--- src/rtl/blake2_msg_packer.sv ---
// Byte-stream to 1024-bit block packer in front of the BLAKE2b core.
// Holds each full block until more data is seen, so every message ends in exactly one final.
module blake2_msg_packer #(
   parameter int BLOCK_BYTES = 128
) (
   input  logic                     clk,
   input  logic                     rst,
   input  logic [7:0]               s_data,
   input  logic                     s_valid,
   input  logic                     s_last,
   output logic                     s_ready,
   input  logic                     core_ready,
   input  logic                     digest_valid,
   output logic                     init,
   output logic                     next,
   output logic                     final_blk,   // "final" is a reserved word
   output logic [8*BLOCK_BYTES-1:0] block,
   output logic [127:0]             length,
   output logic                     busy
);

   localparam int BLK_W = 8 * BLOCK_BYTES;

   typedef enum logic [2:0] {
      IDLE, INIT, FILL, FULL, SEND_NEXT, SEND_FINAL, WAIT_DIGEST
   } state_t;

   state_t     state, state_d;
   logic [6:0] idx;
   logic [9:0] bit_hi;
   logic       accept, cmd_q, fire;

   assign s_ready = (state == FILL);
   assign busy    = (state != IDLE);
   assign accept  = s_ready & s_valid;
   assign cmd_q   = init | next | final_blk;
   // Pulses are registered: the decision is taken one cycle ahead from the
   // state being entered, so the pulse is visible while that state is held.
   assign fire    = core_ready & ~cmd_q;
   assign bit_hi  = 10'(BLK_W - 1) - {idx, 3'b000};

   always_comb begin
      state_d = state;
      case (state)
         IDLE:        if (s_valid) state_d = INIT;
         INIT:        if (init) state_d = FILL;
         FILL: begin
            if (s_valid) begin
               if (s_last)                             state_d = SEND_FINAL;
               else if (idx == 7'(BLOCK_BYTES - 1))    state_d = FULL;
            end
         end
         FULL:        if (s_valid) state_d = SEND_NEXT;
         SEND_NEXT:   if (next) state_d = FILL;
         SEND_FINAL:  if (final_blk) state_d = WAIT_DIGEST;
         WAIT_DIGEST: if (digest_valid) state_d = IDLE;
         default:     state_d = IDLE;
      endcase
   end

   always_ff @(posedge clk or posedge rst) begin
      if (rst) begin
         state     <= IDLE;
         init      <= 1'b0;
         next      <= 1'b0;
         final_blk <= 1'b0;
         block     <= '0;
         length    <= '0;
         idx       <= '0;
      end else begin
         state     <= state_d;
         init      <= fire && (state_d == INIT);
         next      <= fire && (state_d == SEND_NEXT);
         final_blk <= fire && (state_d == SEND_FINAL);
         if (state == INIT && init) begin
            block  <= '0;
            length <= '0;
            idx    <= '0;
         end else if (state == SEND_NEXT && next) begin
            block  <= '0;
            idx    <= '0;
         end else if (accept) begin
            block[bit_hi -: 8] <= s_data;
            idx    <= idx + 7'd1;
            length <= length + 128'd1;
         end
      end
   end

endmodule

--- config.mk ---
export PLATFORM = sky130hd
export DESIGN_NAME = blake2_msg_packer
export DESIGN_NICKNAME = d
export VERILOG_FILES = /design/src/rtl/blake2_msg_packer.sv
export SDC_FILE = /design/constraint.sdc
export NUM_CORES = 2
export LEC_CHECK = 0
export BUFFER_PORTS_ARGS = -buffer_cell sky130_fd_sc_hd__buf_2
export CAP_MARGIN = 0
export CORE_AREA = 2 2 456 458
export CTS_CLUSTER_DIAMETER = 40
export DETAILED_ROUTE_END_ITERATION = 10
export DIE_AREA = 0 0 458 460
export PLACE_DENSITY_LB_ADDON = 0.2
export SYNTH_ARGS = -nofsm -noshare
export SYNTH_HDL_FRONTEND = slang
export SYNTH_SLANG_ARGS = --single-unit
--- constraint.sdc ---
create_clock -name clk -period 56.3 [get_ports clk]
set_clock_uncertainty 0.15 [all_clocks]
set_input_delay 11.26 -clock clk [delete_from_list [all_inputs] [get_ports clk]]
set_output_delay 11.26 -clock clk [all_outputs]
set_load 0.03 [all_outputs]
; ---- Word level (Yosys, flattened, before mapping)
; Cells that the tools add are included.
[op_classes]
add_sub_neg = 4
eq_ne = 11
n_shift = 2
muxes = 20
bitwise_logic = 5
reduce_logical = 10
[op_table]
columns = operator, count
row1 = 2-to-1 mux 1024 bit, 3
row2 = "variable shift 8 x 12 -> 1031 bit, first input constant", 1
row3 = variable part select 8 x 12 -> 1031 bit, 1
row4 = bitwise mux 1024 bit, 1
row5 = 2-to-1 mux 128 bit, 3
row6 = "adder 128 x 1 -> 128 bit, second input constant", 1
row7 = 2-to-1 mux 3 bit, 9
row8 = 2-to-1 mux 7 bit, 3
row9 = case mux 3 bit (7 select lines), 1
row10 = "== test 3 bit, second input constant", 5
row11 = negation 10 -> 12 bit, 1
row12 = "subtractor 10 bit, first input constant", 1
row13 = "adder 7 x 1 -> 7 bit, second input constant", 1
row14 = "== test 7 bit, second input constant", 1
row15 = "== test 3 x 1 -> 1 bit, second input constant", 2
row16 = "== test 3 x 2 -> 1 bit, second input constant", 2
row17 = nonzero test 3 bit, 2
row18 = logical AND 1 bit, 5
row19 = logical NOT 3 bit, 1
row20 = bitwise AND 1 bit, 2
row21 = "inequality test 2 bit, second input constant", 1
row22 = OR 1 bit, 2
row23 = AND reduction 2 bit, 1
row24 = nonzero test 2 bit, 1
row25 = NOT 1 bit, 1
[totals]
ff_bits = 1165
in_bits = 14
out_inout_bits = 1157
wordCells = 59

; ---- Longest topological paths before layout
[logic_depth]
depth_word = 7
mapped_depth = 11
ltp_nobuf = 8

; ---- Worst setup path after synthesis
; OpenSTA, ideal clock, no wires.
[synth_timing]
kind = in2reg
startpoint = in s_valid
endpoint = reg length[105]
setup_ns = 0.123
arrival_ns = 13.023
required_ns = 56.027
slack_ns = 43.004
path_stages = 8
n_path_buf = 2
path_cell_list = nand4bb_1 clkbuf_1 a21oi_1 nand4_2 or3_1 buf_2 or4_4 mux2i_1
[synth_via]
elab_chain_len = 3
[synth_rtl]
columns = item, line_no
row1 = start: declaration, 9  ; input logic s_valid,
row2 = bitwise AND 1 bit, 35  ; assign accept = s_ready & s_valid;
row3 = nonzero test 2 bit (no line), n/a
row4 = AND reduction 2 bit (no line), n/a
row5 = end signal: assignment, 85  ; length <= length + 128'd1;
row6 = end: declaration, 18  ; output logic [127:0] length,
; No other way between the ends.
; A chain may end at the register's enable or synchronous reset.

==> impl_metrics.sql <==
INSERT INTO impl_metrics (metric_group, metric, value, unit) VALUES
('floorplanning', 'die_w', '458', 'µm'),
('pwr', 'max-vdd-ir-drop', '0.0000321', 'V'),
('logic_synthesis', 'synthesis.nets', '4983', ''),
('grt', 'grt-ovfl-total', '0', ''),
('clock_network', 'cts_num_sinks', '1165', ''),
('grt', 'grt_pass1_vias', '44248', ''),
('clock_network', 'clkTransAtPathRegs', '50', 'ps'),
('floorplanning', 'fp.dieArea', '211000', 'µm²'),
('pwr', 'pwr_dens', '41.5', 'nW/µm²'),
('timing', 'tightestPinTransition', '1250', 'ps'),
('timing', 'final.setup.tns', '0', 'ps'),
('layout', 'areaGrowthSynthToFinish', '34.6', '%'),
('worst_setup_path', 'path_buf_inv', '6', ''),
('worst_setup_path', 'timing.critical_path.from_type', 'input pin', ''),
('grt', 'antenna_found_initial', '19', ''),
('run', 'max_cap_viol_count', '0', ''),
('pwr', 'p_int', '1.79', 'mW'),
('layout', 'seqCellArea', '29200', 'µm²'),
('grt', 'global_route.usage.total', '0.255', ''),
('timing', 'whs', '325', 'ps'),
('clock_network', 'clk_path_buf_depth', '3', ''),
('layout', 'fillers', '21770', ''),
('logic_synthesis', 'synth_compound_area_frac', '0.130', ''),
('placement', 'io_buffer_count', '1170', ''),
('timing', 'number_of_hold_slack_violations_in_the_final_timing_report', '0', ''),
('timing', 'period_share', '0.252', ''),
('detailed_routing', 'drt_first_iter_violations', '3891', ''),
('logic_synthesis', 'synth_edf_count', '0', ''),
('pwr', 'seq_power_share', '0.330', ''),
('timing', 'final_setup_violation_count', '0', ''),
('logic_synthesis', 'synthCells', '4962', ''),
('detailed_routing', 'ant_nets', '0', ''),
('grt', 'grt_start_max_net_pins', '162', ''),
('detailed_routing', 'drt-vias-per-instance', '4.98', ''),
('floorplanning', 'design.portCount', '1171', ''),
('layout', 'multiInputGateArea', '18100', 'µm²'),
('placement', 'dp.cells', '8608', ''),
('logic_synthesis', 'syn_area', '48400', 'µm²'),
('timing', 'fmax', '70.5', 'MHz'),
('logic_synthesis', 'synth_top_cells_by_area', 'dfrtp_1 (60%), o21ai_0 (6.3%), nand3_1 (5.7%)', ''),
('placement', 'gp_congestion', '0.875', ''),
('logic_synthesis', 'synthAdderAreaFrac', '0.00181', ''),
('worst_setup_path', 'path_cells', 'buf_2 -> inv_8 -> buf_4 -> buf_4 -> buf_4 -> buf_4', ''),
('status', 'run_status', 'finished clean', ''),
('logic_synthesis', 'synth_seq_cells', '1165', ''),
('clock_network', 'cts_root_buf', 'clkbuf_16', ''),
('floorplanning', 'floorplan.initialDensity', '0.235', ''),
('worst_setup_path', 'cp_common_cell', 'buf_4', ''),
('pwr', 'switching_pwr', '0.913', 'mW'),
('logic_synthesis', 'main_combinational_cell_family_by_area_after_synthesis', 'simple AND/OR/NAND/NOR gates', ''),
('clock_network', 'cts_resized', '0', ''),
('logic_synthesis', 'post-synth-top-area-cell', 'dfrtp_1', ''),
('logic_synthesis', 'mux_share_of_post_synthesis_cell_area', '0.0143', ''),
('placement', 'dp_hpwl', '207000', 'µm'),
('worst_setup_path', 'criticalPathCategory', 'in -> async', ''),
('worst_setup_path', 'max_stage_delay', '790', 'ps'),
('detailed_routing', 'dr.pass1.iters', '5', ''),
('clock_network', 'clk_latency', '870', 'ps'),
('logic_synthesis', 'synth_xor_area_frac', '0.0159', ''),
('pwr', 'power_leakage', '32.0', 'nW'),
('hold_path', 'hold_path_class', 'reg -> reg', ''),
('worst_setup_path', 'critical_path_arrival', '14840', 'ps'),
('timing', 'final_max_slew_viol_count', '0', ''),
('layout', 'final-instance-count-excl-fill', '9030', ''),
('clock_network', 'h-tree-depth', '4', ''),
('floorplanning', 'fp.dieH', '460', 'µm'),
('logic_synthesis', 'avgSynthCellArea', '9.75', 'µm²'),
('timing', 'rsz_0062_raised_after_global_routing', 'false', ''),
('worst_setup_path', 'cell_with_the_biggest_individual_delay_on_the_critical_path', 'buf_4', ''),
('logic_synthesis', 'synth_simple_gate_area_frac', '0.209', ''),
('floorplanning', 'fp.coreArea', '206000', 'µm²');
logic make-up after synthesis:
group | after synthesis
buffers and inverters | 345
and+or+nand+nor | 2197
muxes | 69
xor gates and xnor gates | 88
adders and majority gates | 7
AOI/OAI and AO/OA | 1091
DFF | 1165
power groups by stage:
stage          Clock (mW)  Combinational, mW  Sequential (mW)
2_1_floorplan           0              0.182            0.941
3_3_place_gp            0              0.446            0.905
3_5_place_dp            0              0.446            0.906
4_1_cts              1.39              0.446            0.892
5_1_grt              1.44              0.462            0.896
6_report             1.37              0.439            0.893
cell type report:
cell class	count	area share
flip-flops and latches	1165	0.448
multi-input cells	3452	0.278
repair buffers	1264	0.101
clock buffers	246	0.0885
well taps	2704	0.0519
clock inverters	162	0.0310
inverters	23	0.00144
diodes	14	0.000538
cells in the final DEF (no fill, tap or decap), types with 27 or more instances in the layout:
| master | count |
|---|---|
| a21oi_1 | 260 |
| a22o_1 | 118 |
| a32o_1 | 49 |
| and2_1 | 47 |
| and3_1 | 42 |
| buf_2 | 1167 |
| buf_4 | 94 |
| clkbuf_16 | 217 |
| clkinv_2 | 34 |
| clkinv_4 | 31 |
| clkinvlp_4 | 29 |
| dfrtp_1 | 1162 |
| inv_6 | 27 |
| mux2i_1 | 69 |
| nand2_1 | 682 |
| nand3_1 | 552 |
| nand4_1 | 75 |
| nor2_1 | 493 |
| nor3_1 | 137 |
| nor4_1 | 44 |
| o21ai_0 | 612 |
| or3_1 | 30 |
| xnor2_1 | 63 |
Yosys cell counts (all sizes together), types with 42 or more instances:
cell type and count:
nand3 554, xnor2 63, a22o 118, clkbuf 256, nor3 146, a21oi 263, and2 48, a32o 49
dfrtp 1165, and3 42, mux2i 69, nor2 502, nand4 79, buf 66, nor4 48, o21ai 612
nand2 683
path summary, 6_finish.rpt:
check	from	end	slack (ps)	depth (start not counted)
max in group clk	s_valid	block[96]	42280	6
worst min register to register	block[159]	block[159]	320	2
worst max register to register	idx[0]	block[362]	51790	8
min in group asynchronous	rst	block[876]	10390	2
worst max-delay path	rst	block[626]	42110	6
worst min-delay path	block[159]	block[159]	320	2
flip-flops by register name, indices dropped and copies added (netlist names):
signal     count
block       1024
idx            7
next           1
length       128
final_blk      1
init           1
state          3
worst min-delay path: stages, from the launching register on:
cell	delay, ps
dfrtp_1	330
nand2_1	50
o21ai_0	60
metrics by stage:
stage,utilization,setup slack [ps],total power [mW],cell area (µm²)
finish,0.316,42110,2.71,65200
global route,0.316,41530,2.79,65100
CTS,0.316,41850,2.73,65100
detailed placement,0.278,40980,1.35,57300
global placement,0.278,41020,1.35,57300
floorplan,-,12080,1.12,48400
metal layers:
metal / track usage / part of all wire / up-vias
met3: 0.0724 / 0.077 / 345
met5: 0 / 0.000097 / -
met4: 0.0840 / 0.032 / 4
met2: 0.429 / 0.49 / 1868
met1: 0.313 / 0.40 / 22869
li1: - / - / 19848
Note: power is estimated with default switching activity, not from simulation.
